<file path="config.mk">
export PLATFORM = sky130hd
export DESIGN_NAME = rns_to_int_mrc_flat
export DESIGN_NICKNAME = d
export VERILOG_FILES = /design/src/rtl/rns_to_int_mrc_if.sv /design/src/rtl/rns_to_int_mrc.sv /design/src/flat_wrapper.sv
export SDC_FILE = /design/constraint.sdc
export NUM_CORES = 2
export LEC_CHECK = 0
export CORE_ASPECT_RATIO = 1.25
export CORE_MARGIN = 4
export CORE_UTILIZATION = 66
export CTS_CLUSTER_DIAMETER = 200
export CTS_CLUSTER_SIZE = 28
export DETAILED_ROUTE_END_ITERATION = 8
export PLACE_DENSITY = 0.91
export SYNTH_ARGS = -nofsm -noshare
export SYNTH_HDL_FRONTEND = slang
export SYNTH_SLANG_ARGS = --single-unit
</file>
<file path="constraint.sdc">
create_clock -name clk -period 55.4 [get_ports clk]
set_clock_uncertainty 0.1 [all_clocks]
set_input_delay 11.08 -clock clk [delete_from_list [all_inputs] [get_ports clk]]
set_output_delay 11.08 -clock clk [all_outputs]
set_load 0.02 [all_outputs]
</file>
<file path="src/rtl/rns_to_int_mrc_if.sv">
// Handshake bundle between an RNS word source and the mixed-radix converter.
// Source side drives in_valid/in_rns/out_ready; converter side drives the rest.
interface rns_to_int_mrc_if;
    logic        in_valid;
    logic        in_ready;
    logic [31:0] in_rns;
    logic        out_valid;
    logic        out_ready;
    logic [31:0] out_data;
    logic        out_err;

    modport master (
        output in_valid, in_rns, out_ready,
        input  in_ready, out_valid, out_data, out_err
    );

    modport slave (
        input  in_valid, in_rns, out_ready,
        output in_ready, out_valid, out_data, out_err
    );
endinterface

</file>
<file path="src/rtl/rns_to_int_mrc.sv">
// Purpose: 4-channel RNS word -> binary integer by mixed-radix conversion, one digit per cycle.
// Latency: word accepted in cycle T, result valid in cycle T+5; one word per 6 cycles minimum.
// Backpressure: result held until out_ready; in_ready only in IDLE. Option: RNS_SIGNED_OUT_EN.
module rns_to_int_mrc #(
    parameter int M0 = 233,
    parameter int M1 = 239,
    parameter int M2 = 241,
    parameter int M3 = 251
) (
    input  logic             clk,
    input  logic             reset,
    rns_to_int_mrc_if.slave  bus
);

    function automatic logic [7:0] inv_mod(input int a, input int m);
        inv_mod = 8'd0;
        for (int i = 1; i < m; i++) begin
            if (((a % m) * i) % m == 1) inv_mod = 8'(i);
        end
    endfunction

    // b is reduced first so an out-of-range residue can never underflow the subtract
    function automatic logic [7:0] sub_mod(input logic [7:0] a, input logic [7:0] b,
                                           input logic [7:0] m);
        logic [8:0] s;
        s = 9'(a) + 9'(m) - 9'(b % m);
        sub_mod = 8'(s % 9'(m));
    endfunction

    function automatic logic [7:0] mul_mod(input logic [7:0] a, input logic [7:0] b,
                                           input logic [7:0] m);
        logic [15:0] p;
        p = 16'(a) * 16'(b);
        mul_mod = 8'(p % 16'(m));
    endfunction

    localparam logic [7:0] MW0 = 8'(M0);
    localparam logic [7:0] MW1 = 8'(M1);
    localparam logic [7:0] MW2 = 8'(M2);
    localparam logic [7:0] MW3 = 8'(M3);

    localparam logic [7:0] INV01 = inv_mod(M0, M1);
    localparam logic [7:0] INV02 = inv_mod(M0, M2);
    localparam logic [7:0] INV03 = inv_mod(M0, M3);
    localparam logic [7:0] INV12 = inv_mod(M1, M2);
    localparam logic [7:0] INV13 = inv_mod(M1, M3);
    localparam logic [7:0] INV23 = inv_mod(M2, M3);

    localparam logic [31:0] P1 = 32'(M0);
    localparam logic [31:0] P2 = 32'(M0 * M1);
    localparam logic [31:0] P3 = 32'(M0 * M1 * M2);

`ifdef RNS_SIGNED_OUT_EN
    localparam logic [31:0] MTOT = P3 * 32'(M3);
    localparam logic [31:0] HALF = (MTOT - 32'd1) >> 1;
`endif

    localparam logic [2:0] IDLE = 3'd0;
    localparam logic [2:0] D1   = 3'd1;
    localparam logic [2:0] D2   = 3'd2;
    localparam logic [2:0] D3   = 3'd3;
    localparam logic [2:0] SUM  = 3'd4;
    localparam logic [2:0] OUT  = 3'd5;

    logic [2:0]  state;
    logic [7:0]  r1, r2, r3;
    logic [7:0]  a0, a1, a2, a3;
    logic        err;
    logic [31:0] out_data;
    logic        out_err;

    logic [7:0]  d1, d2, d3;
    logic [7:0]  t2, t3a, t3b;
    logic [31:0] sum_raw, sum_res;

    // Each digit peels the previous ones off the residue and scales by the modular inverse
    always_comb begin
        d1  = mul_mod(sub_mod(r1, a0, MW1), INV01, MW1);

        t2  = mul_mod(sub_mod(r2, a0, MW2), INV02, MW2);
        d2  = mul_mod(sub_mod(t2, a1, MW2), INV12, MW2);

        t3a = mul_mod(sub_mod(r3, a0, MW3), INV03, MW3);
        t3b = mul_mod(sub_mod(t3a, a1, MW3), INV13, MW3);
        d3  = mul_mod(sub_mod(t3b, a2, MW3), INV23, MW3);
    end

    always_comb begin
        sum_raw = 32'(a0) + 32'(a1) * P1 + 32'(a2) * P2 + 32'(a3) * P3;
`ifdef RNS_SIGNED_OUT_EN
        sum_res = (sum_raw > HALF) ? (sum_raw - MTOT) : sum_raw;
`else
        sum_res = sum_raw;
`endif
    end

    always_ff @(posedge clk) begin
        if (reset) begin
            state    <= IDLE;
            r1       <= 8'd0;
            r2       <= 8'd0;
            r3       <= 8'd0;
            a0       <= 8'd0;
            a1       <= 8'd0;
            a2       <= 8'd0;
            a3       <= 8'd0;
            err      <= 1'b0;
            out_data <= 32'd0;
            out_err  <= 1'b0;
        end else begin
            case (state)
                IDLE: begin
                    if (bus.in_valid) begin
                        a0    <= bus.in_rns[7:0];
                        r1    <= bus.in_rns[15:8];
                        r2    <= bus.in_rns[23:16];
                        r3    <= bus.in_rns[31:24];
                        err   <= (bus.in_rns[7:0]   >= MW0) || (bus.in_rns[15:8]  >= MW1) ||
                                 (bus.in_rns[23:16] >= MW2) || (bus.in_rns[31:24] >= MW3);
                        state <= D1;
                    end
                end
                D1: begin
                    a1    <= d1;
                    state <= D2;
                end
                D2: begin
                    a2    <= d2;
                    state <= D3;
                end
                D3: begin
                    a3    <= d3;
                    state <= SUM;
                end
                SUM: begin
                    out_data <= err ? 32'd0 : sum_res;
                    out_err  <= err;
                    state    <= OUT;
                end
                OUT: begin
                    if (bus.out_ready) state <= IDLE;
                end
                default: state <= IDLE;
            endcase
        end
    end

    assign bus.in_ready  = (state == IDLE);
    assign bus.out_valid = (state == OUT);
    assign bus.out_data  = out_data;
    assign bus.out_err   = out_err;

endmodule

</file>
<file path="src/flat_wrapper.sv">
// flat-port wrapper written by rule: the top's interface ports become plain ports
module rns_to_int_mrc_flat 
#(
    parameter int M0 = 233,
    parameter int M1 = 239,
    parameter int M2 = 241,
    parameter int M3 = 251
)
  (clk, reset, bus_in_valid, bus_in_rns, bus_out_ready, bus_in_ready, bus_out_valid, bus_out_data, bus_out_err);
  rns_to_int_mrc_if bus_i ();
  input  logic clk;
  input  logic reset;
  input wire logic [$bits(bus_i.in_valid)-1:0] bus_in_valid;
  input wire logic [$bits(bus_i.in_rns)-1:0] bus_in_rns;
  input wire logic [$bits(bus_i.out_ready)-1:0] bus_out_ready;
  output wire logic [$bits(bus_i.in_ready)-1:0] bus_in_ready;
  output wire logic [$bits(bus_i.out_valid)-1:0] bus_out_valid;
  output wire logic [$bits(bus_i.out_data)-1:0] bus_out_data;
  output wire logic [$bits(bus_i.out_err)-1:0] bus_out_err;
  assign bus_i.in_valid = bus_in_valid;
  assign bus_i.in_rns = bus_in_rns;
  assign bus_i.out_ready = bus_out_ready;
  assign bus_in_ready = bus_i.in_ready;
  assign bus_out_valid = bus_i.out_valid;
  assign bus_out_data = bus_i.out_data;
  assign bus_out_err = bus_i.out_err;
  rns_to_int_mrc #(.M0(M0), .M1(M1), .M2(M2), .M3(M3)) u_core (.clk(clk), .reset(reset), .bus(bus_i));
endmodule
</file>
* Yosys cells after proc, flatten, opt, wreduce, memory -nomap -nowiden
Index checks and enable logic that the tools add are counted.
** Word-level totals
- Register bits after elaboration :: 93
- Input port bits :: 36
- Logic and storage cells :: 74
** Operators by class
- Add/subtract/negate cells :: 15
- $mul :: 9
- Div/mod/pow operators :: 18
- Magnitude comparators :: 4
- Eq/ne operators :: 7
- Mux-type cells :: 4
- Reductions and logical operators :: 6
** Operator list (number)
- 8-bit by 8-bit adder with 9-bit output, second input constant :: 6
- 8-bit by 8-bit modulo with 9-bit output, second input constant :: 6
- 9-bit by 8-bit modulo with 9-bit output, second input constant :: 6
- 9-bit subtractor :: 6
- 16-bit by 8-bit modulo with 16-bit output, second input constant :: 3
- 8-bit by 8-bit multiplier with 16-bit output, second input constant :: 3
- 32-bit by 24-bit adder with 32-bit output :: 1
- 32-bit adder :: 1
- 8-bit greater-or-equal comparator, second input constant :: 4
- 13-bit by 8-bit modulo with 16-bit output, second input constant :: 2
- 8-bit by 24-bit multiplier with 32-bit output, second input constant :: 1
- 32-bit 2-to-1 mux :: 1
- 8-bit by 16-bit multiplier with 24-bit output, second input constant :: 1
- 8-bit by 4-bit multiplier with 12-bit output, second input constant :: 2
- 3-bit case mux with 6 select lines :: 1
- 8-bit by 16-bit adder with 17-bit output :: 1
- 15-bit by 8-bit modulo with 16-bit output, second input constant :: 1
- 8-bit by 7-bit multiplier with 15-bit output, second input constant :: 1
- 8-bit by 5-bit multiplier with 13-bit output, second input constant :: 1
- 3-bit by 2-bit equality test with 1-bit output, second input constant :: 2
- 3-bit equality test, second input constant :: 2
- 3-bit 2-to-1 mux :: 2
- 2-bit inequality test, second input constant :: 2
- 2-bit AND reduction :: 2
- other kinds (3) :: 5

* Longest topological paths before layout
- Depth in word-level cells :: 15
- Depth in mapped cells :: 192

* Worst setup path after synthesis
Ideal clock, no wire load.
- Kind :: register to register
- Start point :: register u_core.a0[0]
- End point :: register u_core.a3[5]
- Library setup time :: 0.132 ns
- Arrival :: 41.749 ns
- Data required time :: 55.168 ns
- Setup slack :: 13.418 ns
- Cell stages (with the launch flop) :: 180
- Path buffers :: 7
- Period minus slack after synthesis :: 41.982 ns
- Path through :: dfxtp_1 > clkinv_1 > ha_1 > a211o_1 > o21ai_0 > ha_1 > ha_1 > fa_1 > a21o_1 > a21oi_1 > o21bai_1 > a21oi_1 > xnor2_1 > nand4_1 > nor2_1 > mux2i_1 > a21boi_0 > nand2b_1 > (+144 left out) > ha_1 > and2_1 > a31oi_1 > mux2i_1 > a22oi_1 > o21ai_0 > a21oi_1 > nor3_1 > or4b_2 > or2_2 > o21bai_1 > mux2_2 > o21a_1 > a41oi_1 > nor2_1 > xor2_1 > nand2_1 > a21oi_1
** Between the ends
- Longest elaborated chain between the ends :: 15
** RTL lines
- start: declaration :: RTL line rns_to_int_mrc.sv:67 : logic [7:0] a0, a1, a2, a3;
- start signal: assignment :: RTL line rns_to_int_mrc.sv:114 : a0 <= bus.in_rns[7:0];
- 8-bit by 8-bit modulo with 9-bit output :: RTL line rns_to_int_mrc.sv:26 : s = 9'(a) + 9'(m) - 9'(b % m);
- 9-bit subtractor :: RTL line rns_to_int_mrc.sv:26
- 9-bit by 8-bit modulo with 9-bit output :: RTL line rns_to_int_mrc.sv:27 : sub_mod = 8'(s % 9'(m));
- 8-bit by 8-bit multiplier with 16-bit output :: RTL line rns_to_int_mrc.sv:33 : p = 16'(a) * 16'(b);
- 16-bit by 8-bit modulo with 16-bit output :: RTL line rns_to_int_mrc.sv:34 : mul_mod = 8'(p % 16'(m));
- 8-bit by 8-bit adder with 9-bit output :: RTL line rns_to_int_mrc.sv:26
- 9-bit subtractor :: RTL line rns_to_int_mrc.sv:26
- 9-bit by 8-bit modulo with 9-bit output :: RTL line rns_to_int_mrc.sv:27
- 8-bit by 7-bit multiplier with 15-bit output :: RTL line rns_to_int_mrc.sv:33
- 16-bit by 8-bit modulo with 16-bit output :: RTL line rns_to_int_mrc.sv:34
- 8-bit by 8-bit adder with 9-bit output :: RTL line rns_to_int_mrc.sv:26
- 9-bit subtractor :: RTL line rns_to_int_mrc.sv:26
- 9-bit by 8-bit modulo with 9-bit output :: RTL line rns_to_int_mrc.sv:27
- 8-bit by 5-bit multiplier with 13-bit output :: RTL line rns_to_int_mrc.sv:33
- 13-bit by 8-bit modulo with 16-bit output :: RTL line rns_to_int_mrc.sv:34
- end signal: assignment :: RTL line rns_to_int_mrc.sv:106 : a3 <= 8'd0;
- end signal: assignment :: RTL line rns_to_int_mrc.sv:132 : a3 <= d3;
- end: declaration :: RTL line rns_to_int_mrc.sv:67
No other way between the ends.
A chain may end at the register's enable or synchronous reset.

* Final worst setup path
Same ends and word-level chain as after synthesis.

==> run summary <==
# Max-Cap Violations: 0
Fmax achieved: 0.0204 GHz
EDFF count, synth: 0
Core Footprint: 57500 um2
grt total ovfl: 0
Crit Path Class: flip-flop to flip-flop
DRT antenna net count: 0
Critical Path RT: 55.54 ns
first-pass iteration count of the detailed router: 6
CTS max path bufs: 2
Place WS: 7.35 ns
RD Place Congestion: 1.01
Routed WL per cell: 18.0 um
die width: 224 um
Max-slew headroom: 0.218
Initial Util: 0.670
Top FF cell, synth: dfxtp_1
Die Height: 278 um
# resized after CTS: 0
Slew @ Worst Pin: 1.17 ns
Final Max Tran Viols: 0
number of global-route vias before repair: 36923
critical path's slowest cell: xnor2_1
Inst Count DP: 5742
row cnt: 98
post-synth top area cell: ha_1
CTS tree: yes
Fin. Hold Viols: 0
Worst Path Max Fanout: 23
Sum Neg Setup Slack: 0 ns
setup violators final: 0
Worst-path clk slew: 0.08 ns
Setup Fix Bufs, Post-CTS: 0
crit path DAT: 49.07 ns
first-pass GRT wire length: 173 mm
Setup WS post-layout: 6.46 ns
Netlist cell types: 152
Synth Register Bits: 93
Vias: 38312
Netlist Area Pre-Place: 38600 um2
CP endpoint kind: flip-flop
I/O Pins: 71
final instance area: 40000 um2
clock latency on the worst-skew pair: 0.39 ns
RSZ-0062 raised after global routing: no
ranking of synthesized cells by area: ha_1 (17%), fa_1 (11%), xnor2_1 (6.0%)
Synth warnings: 0
Tmin final: 48.94 ns
top-count cell post-synth: inv_1
fin nets: 5787
layout cells sized above 1: 0.0545
Worst path most repeated cell: ha_1
DR DRC count: 0
fraction of registers with async set/reset: 0
Routed WL: 104 mm
mean post-synth cell area: 7.64 um2
CTS Root Cell: clkbuf_16
total CTS buffers: 9
hold crit path type: flip-flop to flip-flop
top cell type's share of synthesized area: 0.175
status: finished clean
placed inst area: 39700 um2
Via density: 6.65
PortBufs: 70
antenna violations before repair: 2
sequential area share after synthesis: 0.0483
syn_nets: 5831
H-tree depth: 3
CP Launch Type: flip-flop
Post-Layout Cell Count: 5761
DP HPWL: 83.5 mm
largest net degree at the start of global routing: 90
die area: 62400 um2
CTS Hold Bufs: 0
commonest cells in the synthesized netlist: inv_1 (571), ha_1 (538), nand2_1 (393)
fin crit share: 0.883
crit-path max cell delay: 0.92 ns
Layout area overhead: 3.76%
GRT Overall Usage: 0.318
CTS sink count: 93
cell count after synthesis: 5047
initial drt markers: 3710
logic make-up (layout without fill, tap and decap cells):
group | Yosys count | in the layout | synth area share
DFF | 93 | 93 | 0.0483
other | 0 | 3 | 0
and+or+nand+nor | 1598 | 1598 | 0.211
buffers and inverters | 718 | 679 | 0.0720
adders and majority gates | 757 | 757 | 0.286
AOI/OAI and AO/OA | 1425 | 1425 | 0.273
xor gates and xnor gates | 358 | 358 | 0.0827
muxes | 98 | 98 | 0.0278
sequential cells by signal, indices dropped and copies added (netlist names):
name,cells
u_core.bus.out_err,1
u_core.state,3
u_core.bus.out_data,32
u_core.a1,8
u_core.a0,8
u_core.r2,8
u_core.a3,8
u_core.err,1
u_core.r1,8
u_core.a2,8
u_core.r3,8
cell type report:
| class | count | area (um2) |
|---|---|---|
| Antenna cell | 3 | 7.51 |
| Clock buffer | 9 | 225 |
| Clock inverter | 7 | 55.1 |
| Fill cell | 4466 | 17500 |
| Inverter | 575 | 2160 |
| Multi-Input combinational cell | 4236 | 33900 |
| Sequential cell | 93 | 1860 |
| Tap cell | 750 | 938 |
| Timing Repair Buffer | 88 | 833 |
layer usage:
| metal | share of wire | track usage |
|---|---|---|
| met2 | 0.48 | 0.560 |
| met1 | 0.40 | 0.397 |
| met4 | 0.039 | 0.114 |
| met5 | 0 | 0 |
| met3 | 0.075 | 0.0454 |
through the flow:
step,utilization,hold WS [ns]
finish,0.696,0.358
global route,0.696,0.376
CTS,0.696,0.358
detailed placement,0.691,0.349
global placement,0.691,0.342
floorplan,-,0.336
path summary, 6_finish.rpt:
| check | endpoint | cells after the start | from | slack, ns |
|---|---|---|---|---|
| worst max-delay path | u_core.a3[5] | 174 | u_core.a0[0] | 6.46 |
| worst min-delay path | u_core.r2[6] | 2 | u_core.r2[6] | 0.36 |
| worst max register to register | u_core.a3[5] | 174 | u_core.a0[0] | 6.46 |
| worst min register to register | u_core.r2[6] | 2 | u_core.r2[6] | 0.36 |
critical path, delay by kind of cell, from the launching register on:
family | cells | cell delay [ns]
AO/OA/AOI/OAI | 69 | 20.14
buffers and inverters | 12 | 1.40
AND/OR/NAND/NOR | 42 | 10.59
multiplexers | 7 | 1.80
adder cells (fa/ha/maj) | 30 | 10.46
XOR/XNOR | 14 | 3.69
flip-flops | 1 | 0.47
layout by cell type, fill, tap and decap left out, types with 40 or more instances in the layout:
master           count
nor2_1             379
or2_2               40
a211oi_1            56
a21oi_1            314
a21o_1              79
xor2_1              90
nand3_1            146
xnor2_1            262
o21ai_0            157
clkdlybuf4s50_1     69
a22oi_1             45
or3_1               52
mux2i_1             62
nand2b_1            50
ha_1               538
fa_1               210
o21bai_1            65
and3_1              64
nand2_1            393
nand4_1             49
nor3_1             119
inv_1              571
a31oi_1             67
nor4_1              41
and2_1              82
o211ai_1            66
nor2b_1             40
o22ai_1             45
o21a_1              41
dfxtp_1             93
Power is not shown: default switching activity piles up to over one toggle a cycle in this logic, so the estimate is an artifact.
